[src/rtl/maxpool_mul_arbiter.sv]
// ---------------------------------------------------------------------------
// maxpool_mul_arbiter
//
// Shares one external pipelined unsigned 16x8->24 multiplier among NUM_REQ
// requesters in the maxPool address path. A round-robin arbiter picks one
// requester per cycle and drives its operands straight onto the multiplier
// inputs. A {valid,id} tag pipeline runs alongside the multiplier in lockstep,
// so the product appears at the response port together with the id of the
// requester that issued it. Response backpressure stalls the whole multiplier
// pipeline through mul_ce.
//
// Ports
//   clk        clock, all logic on posedge
//   reset      asynchronous, active-high reset
//   req_valid  per-requester request valid                  [NUM_REQ]
//   req_a      packed multiplicands, requester i at [16*i+:16]
//   req_b      packed multipliers,   requester i at [8*i+:8]
//   req_ready  one-hot accept, combinational from the grant [NUM_REQ]
//   rsp_valid  result valid at pipeline head
//   rsp_id     requester index of the result                [ID_W]
//   rsp_p      product, passed through from mul_dout        [24]
//   rsp_ready  consumer accepts result
//   mul_ce     clock enable to the shared multiplier
//   mul_din0   multiplier operand a                         [16]
//   mul_din1   multiplier operand b                         [8]
//   mul_dout   multiplier product a*b                       [24]
// ---------------------------------------------------------------------------
module maxpool_mul_arbiter #(
  parameter int NUM_REQ = 4,
  parameter int ID_W    = 2,
  parameter int MUL_LAT = 3
) (
  input  logic                  clk,
  input  logic                  reset,
  input  logic [NUM_REQ-1:0]    req_valid,
  input  logic [NUM_REQ*16-1:0] req_a,
  input  logic [NUM_REQ*8-1:0]  req_b,
  output logic [NUM_REQ-1:0]    req_ready,
  output logic                  rsp_valid,
  output logic [ID_W-1:0]       rsp_id,
  output logic [23:0]           rsp_p,
  input  logic                  rsp_ready,
  output logic                  mul_ce,
  output logic [15:0]           mul_din0,
  output logic [7:0]            mul_din1,
  input  logic [23:0]           mul_dout
);

  logic [ID_W-1:0] rr_ptr;
  logic            tag_valid [MUL_LAT];
  logic [ID_W-1:0] tag_id    [MUL_LAT];

  logic            grant_any;
  logic [ID_W-1:0] grant_idx;
  logic            issue;
  logic [ID_W-1:0] rr_next;

  // Response head is the last tag stage; the product needs no alignment
  // because the multiplier and the tag pipeline advance on the same ce edges.
  assign rsp_valid = tag_valid[MUL_LAT-1];
  assign rsp_id    = tag_id[MUL_LAT-1];
  assign rsp_p     = mul_dout;

  // Holding a valid head that the consumer refuses freezes everything.
  assign mul_ce = ~(rsp_valid & ~rsp_ready);

  // Round-robin search starting at rr_ptr, wrapping NUM_REQ-1 -> 0.
  always_comb begin
    int cand;
    // NOTE: every variable gets a default before the loop so no path leaves
    // it unassigned, which would otherwise infer a latch.
    grant_any = 1'b0;
    grant_idx = '0;
    cand      = 0;
    for (int i = 0; i < NUM_REQ; i++) begin
      cand = int'(rr_ptr) + i;
      if (cand >= NUM_REQ) cand = cand - NUM_REQ;
      if (!grant_any && req_valid[cand]) begin
        grant_any = 1'b1;
        grant_idx = ID_W'(cand);
      end
    end
  end

  // Reset gating keeps req_ready and the operand buses at zero while reset
  // is held, even if requesters are already asserting valid.
  assign issue   = grant_any & mul_ce & ~reset;
  assign rr_next = (grant_idx == ID_W'(NUM_REQ - 1)) ? '0 : grant_idx + 1'b1;

  always_comb begin
    req_ready = '0;
    mul_din0  = '0;
    mul_din1  = '0;
    if (issue) begin
      req_ready[grant_idx] = 1'b1;
      mul_din0             = req_a[16*grant_idx +: 16];
      mul_din1             = req_b[8*grant_idx +: 8];
    end
  end

  // NOTE: the tag array is reset because its valid bits are what suppress
  // responses for stale multiplier contents; the multiplier data itself is
  // left unreset outside this block.
  always_ff @(posedge clk or posedge reset) begin
    if (reset) begin
      rr_ptr <= '0;
      for (int k = 0; k < MUL_LAT; k++) begin
        tag_valid[k] <= 1'b0;
        tag_id[k]    <= '0;
      end
    end else if (mul_ce) begin
      // NOTE: non-blocking assignments let each stage read the previous
      // stage's old value, giving a true shift register.
      tag_valid[0] <= issue;
      tag_id[0]    <= issue ? grant_idx : '0;
      for (int k = 1; k < MUL_LAT; k++) begin
        tag_valid[k] <= tag_valid[k-1];
        tag_id[k]    <= tag_id[k-1];
      end
      if (issue) rr_ptr <= rr_next;
    end
  end

endmodule
[config.mk]
export PLATFORM = sky130hd
export DESIGN_NAME = maxpool_mul_arbiter
export DESIGN_NICKNAME = d
export VERILOG_FILES = /design/src/rtl/maxpool_mul_arbiter.sv
export SDC_FILE = /design/constraint.sdc
export NUM_CORES = 1
export LEC_CHECK = 0
export CAP_MARGIN = 40
export CORE_AREA = 2 2 71 73
export CTS_CLUSTER_DIAMETER = 80
export DETAILED_ROUTE_END_ITERATION = 10
export DIE_AREA = 0 0 73 75
export DONT_BUFFER_PORTS = 1
export GPL_TIMING_DRIVEN = 0
export PLACE_DENSITY_LB_ADDON = 0.1
export SLEW_MARGIN = 20
export SYNTH_ARGS = -nofsm -noshare
export SYNTH_HDL_FRONTEND = slang
export SYNTH_SLANG_ARGS = --single-unit
[constraint.sdc]
create_clock -name clk -period 2.2 [get_ports clk]
set_input_delay 0.11 -clock clk [delete_from_list [all_inputs] [get_ports clk]]
set_output_delay 0.11 -clock clk [all_outputs]
set_load 0.1 [all_outputs]
Word level (Yosys, flattened, before mapping)
Index checks and enable logic that the tools add are counted.

operators by class
  $add $sub $neg = 8
  magnitude comparators = 10
  equal/unequal tests = 1
  shifts and indexed selects = 2
  multiplexer cells = 31
  bitwise gates (word level) = 6
  reductions and logical operators = 8

operators with widths
  operator                                                            count
  < comparator 32 x 4 -> 1 bit (second input constant)                4
  2-to-1 mux 32 bit                                                   4
  variable part select 64 x 7 -> 16 bit                               1
  variable part select 32 x 6 -> 8 bit                                1
  2-to-1 mux 16 bit                                                   1
  2-to-1 mux 1 bit                                                    13
  2-to-1 mux 2 bit                                                    6
  subtractor 3 x 3 -> 4 bit (second input constant)                   3
  greater-or-equal comparator 3 bit (second input constant)           3
  binary-select mux 1 bit (select 2 bit)                              4
  2-to-1 mux 8 bit                                                    1
  adder 2 x 2 -> 3 bit (second input constant)                        2
  logical AND 1 bit                                                   4
  2-to-1 mux 4 bit                                                    1
  subtractor 2 x 3 -> 4 bit (second input constant)                   1
  adder 2 x 1 -> 3 bit (second input constant)                        1
  bitwise AND 1 bit                                                   3
  greater-or-equal comparator 2 x 3 -> 1 bit (second input constant)  1
  zero test 1 bit                                                     3
  < comparator 2 x 3 -> 1 bit (second input constant)                 1
  inverter 1 bit                                                      3
  adder 2 x 1 -> 2 bit (second input constant)                        1
  demux 1 bit (select 2 bit)                                          1
  == test 2 bit (second input constant)                               1
  other kinds (2)                                                     2

word-level totals
  register bits = 11
  input bits = 127
  output and inout bits = 56
  word-level logic and storage cells = 73

Depth between registers and ports, before layout
  depth after elaboration = 20
  depth in mapped cells = 8
  gate-level depth less buffers = 6

Least setup slack after synthesis
OpenSTA, ideal clock, no wires.

  kind = reg2out
  start point = register tag_valid, in the netlist rsp_valid
  end point = output mul_din0[0]
  arrival time = 3.792 ns
  data required time = 2.090 ns
  slack = -1.702 ns
  stages on the path, launching flop included = 7
  path buffers = 2
  cells stage by stage = dfrtp_1 -> nor2b_1 -> buf_2 -> inv_1 -> nand3_2 -> buf_4 -> o22ai_1

between the ends
  longest elaborated chain between the ends = 5

RTL lines
  item                               line  source
  from (decl)                        50    logic tag_valid [MUL_LAT];
  from (signal, indexed assignment)  117   tag_valid[k] <= tag_valid[k-1];
  bitwise AND 1 bit                  65    assign mul_ce = ~(rsp_valid & ~rsp_ready);
  inverter 1 bit (no line)           --
  net mul_ce                         43    output logic mul_ce,
  bitwise AND 1 bit (2 in series)    87    assign issue = grant_any & mul_ce & ~reset;
  2-to-1 mux 16 bit                  94    if (issue) begin
  to (decl)                          44    output logic [15:0] mul_din0,

The timed path passes the listed nets, and every way through them passes these cells.

Final worst setup path
  start point = register tag_valid, in the netlist rsp_valid
  end point = output mul_din0[4]

The elaborated chain is that of the path after synthesis.

==> run metrics <==
H-tree depth 1; Vias/cell 5.62; fmax 0.384 GHz; mux share of post-synthesis cell area 0.347; area growth from synthesis to final layout 35.0%; Slew @ Worst Pin 0.754 ns; Max VDD drop 0.000799 V; Worst Path Max Fanout 10; Nets 308; top cells by area, synth mux2i_1 (31%), dfrtp_1 (17%), buf_4 (13%); most frequent cells in the layout mux2i_1 (49), buf_4 (31), o22ai_4 (24); Tot Pwr 3200 uW; n_diodes 0; clk_lat worst skew 0.23 ns; final worst slack -0.407 ns; largest family of logic cells by synthesized area multiplexers; max-slew violation count 0; first-pass GRT wire length 6140 um; Die Area 5480 sq um; vias in the first global route 1211; Worst setup SP type register; Slew headroom 0.510; Post-Syn Instances 161; via count 1293; synth unique cells 27; initial drt markers 16; first-pass iteration count of the detailed router 4; Mapped Avg Cell Area 9.99 sq um; Crit path arrival time 2.50 ns; required time worst endpoint 2.09 ns; total CTS buffers 3; WL final 4530 um; status finished with violations; Fill cells 430; register bit total from synthesis 11; post-synthesis xor/xnor area fraction 0; clock-pin slew on the worst setup and hold paths 0.05 ns; final non-filler cell total 230; clk_skew 0.000485 ns; port bufs 0; initial antenna violation count 0; Bufs on Longest Clock Path 2; Finished Cell Area 2170 sq um; Synth area leader mux2i_1; LEAKAGE 0.000926 uW; Core Box Area 4660 sq um; GP Congestion 0.698; Final min period 2.61 ns; leading cell type in the layout, fill and taps excluded mux2i_1; worst min path class in2reg; failing checks setup timing; layout cells sized above 1 0.511; die span in y 75 um; CTS tree built; total clock sinks 11; Post-Synth Adder-Cell Area 0.0311; kind of critical path reg2out; max_cap viols 0; post-route DRC violation count 0; Compound-Gate Fraction of Synth Area 0.183; chip width 73 um; Detail Route Antenna Nets 0; Mapped Nets 292; Syn. warnings 0; Placed Area 2050 sq um; DP Cell Count 219; WL/cell 19.7 um; CTS root buffer clkbuf_8; starting density of the core 0.345; unrepaired setup endpoints after global routing true; register area share after synthesis 0.171; Final setup viols 24; Setup crit end kind output port; GRT Residual Overflow 0; largest net degree at the start of global routing 12; Fin. Hold Viols 0; Fin Setup TNS -9.49 ns; Synth Cell Area 1610 sq um; Post-Synth Simple-Gate Area 0.0545; gr usage total 0.145; PwrDens 1470 nW/um^2; io pins 183; Final period util 1.19; detailed placement HPWL 3820 um; Rows 25; top-area cell type share of the netlist area 0.305
-- synth_stat cells, drive strengths merged --
| cell type | number |
|---|---|
| a21boi | 1 |
| o2bb2a | 1 |
| nor2b | 1 |
| and2 | 4 |
| o21ai | 1 |
| nor2 | 1 |
| o22ai | 25 |
| nand3 | 1 |
| buf | 38 |
| nor3 | 1 |
| a21o | 1 |
| ha | 4 |
| a22o | 1 |
| or2 | 1 |
| a21oi | 3 |
| mux2i | 49 |
| inv | 6 |
| o21a | 1 |
| nand2 | 2 |
| mux2 | 6 |
| nand2b | 1 |
| nor4 | 1 |
| dfrtp | 11 |
-- critical path, stage by stage (launching register included) --
cell and delay (ns):
dfrtp_4 0.61, nor2b_4 0.19, buf_6 0.11, clkinvlp_4 0.36
nand3_4 0.19, buf_12 0.20, o22ai_4 0.58
-- final timing paths --
path	slack (ns)	cells after the start	endpoint	startpoint
setup reg to reg	0.07	6	rr_ptr[0]	rsp_valid
min in group asynchronous	0.39	2	rsp_valid	reset
hold reg to reg	0.48	2	tag_id[4]	tag_id[4]
hold / removal	0.25	3	tag_valid[2]	reset
max in group asynchronous	1.44	2	rsp_valid	reset
setup / recovery	-0.41	6	mul_din0[4]	rsp_valid
-- final cells by class --
| cell class | instances | area [sq um] | share of cell area |
|---|---|---|---|
| multi-input combinational | 106 | 1270 | 0.586 |
| buffer | 38 | 357 | 0.164 |
| sequential | 11 | 280 | 0.129 |
| timing repair buffer | 11 | 123 | 0.0565 |
| tap | 54 | 67.6 | 0.0311 |
| clock buffer | 4 | 45.0 | 0.0207 |
| inverter | 6 | 26.3 | 0.0121 |
-- layer usage --
metal / share of wire / GRT usage / up-vias
li1: - / - / 593
met1: 0.34 / 0.165 / 610
met2: 0.57 / 0.272 / 86
met3: 0.084 / 0.0321 / 4
met4: 0.0068 / 0.0432 / 0
met5: 0 / 0 / -
-- through the flow --
stage	util	worst slack (ns)	hold slack (ns)
2_1_floorplan	-	-0.284	-0.00769
3_3_place_gp	0.428	-0.392	0.0350
3_5_place_dp	0.441	-0.398	0.0424
4_1_cts	0.462	-0.447	0.244
5_1_grt	0.466	-0.485	0.257
6_report	0.466	-0.407	0.246
-- cells by family (layout without fill, tap and decap cells) --
kind of cell | Yosys count | count (layout)
AOI/OAI and AO/OA | 34 | 34
buffers and inverters | 44 | 59
muxes | 55 | 55
adders and majority gates | 4 | 4
and+or+nand+nor | 13 | 13
DFF | 11 | 11
-- repair_timing --
item                                    4_1_cts  5_1_grt
hold buffers                                  1        0
hold endpoints to repair                     11        0
pin swaps                                     3        2
endpoints found under the setup margin       26       30
setup buffers                                 5        1
resized for setup                             2        3
-- state kept, by name, indices dropped and copies added (netlist names) --
register and cells:
tag_id 4, rsp_id 2, rsp_valid 1, rr_ptr 2, tag_valid 2
-- power breakdown --
part           leakage, uW  internal (uW)  switching, uW  total (uW)
logic             0.000769            731           1860        2590
clock network    0.0000228            127           71.1         198
registers         0.000135            288            121         409
total             0.000926           1150           2050        3200
No activity file was read; power rests on OpenSTA's default activity.
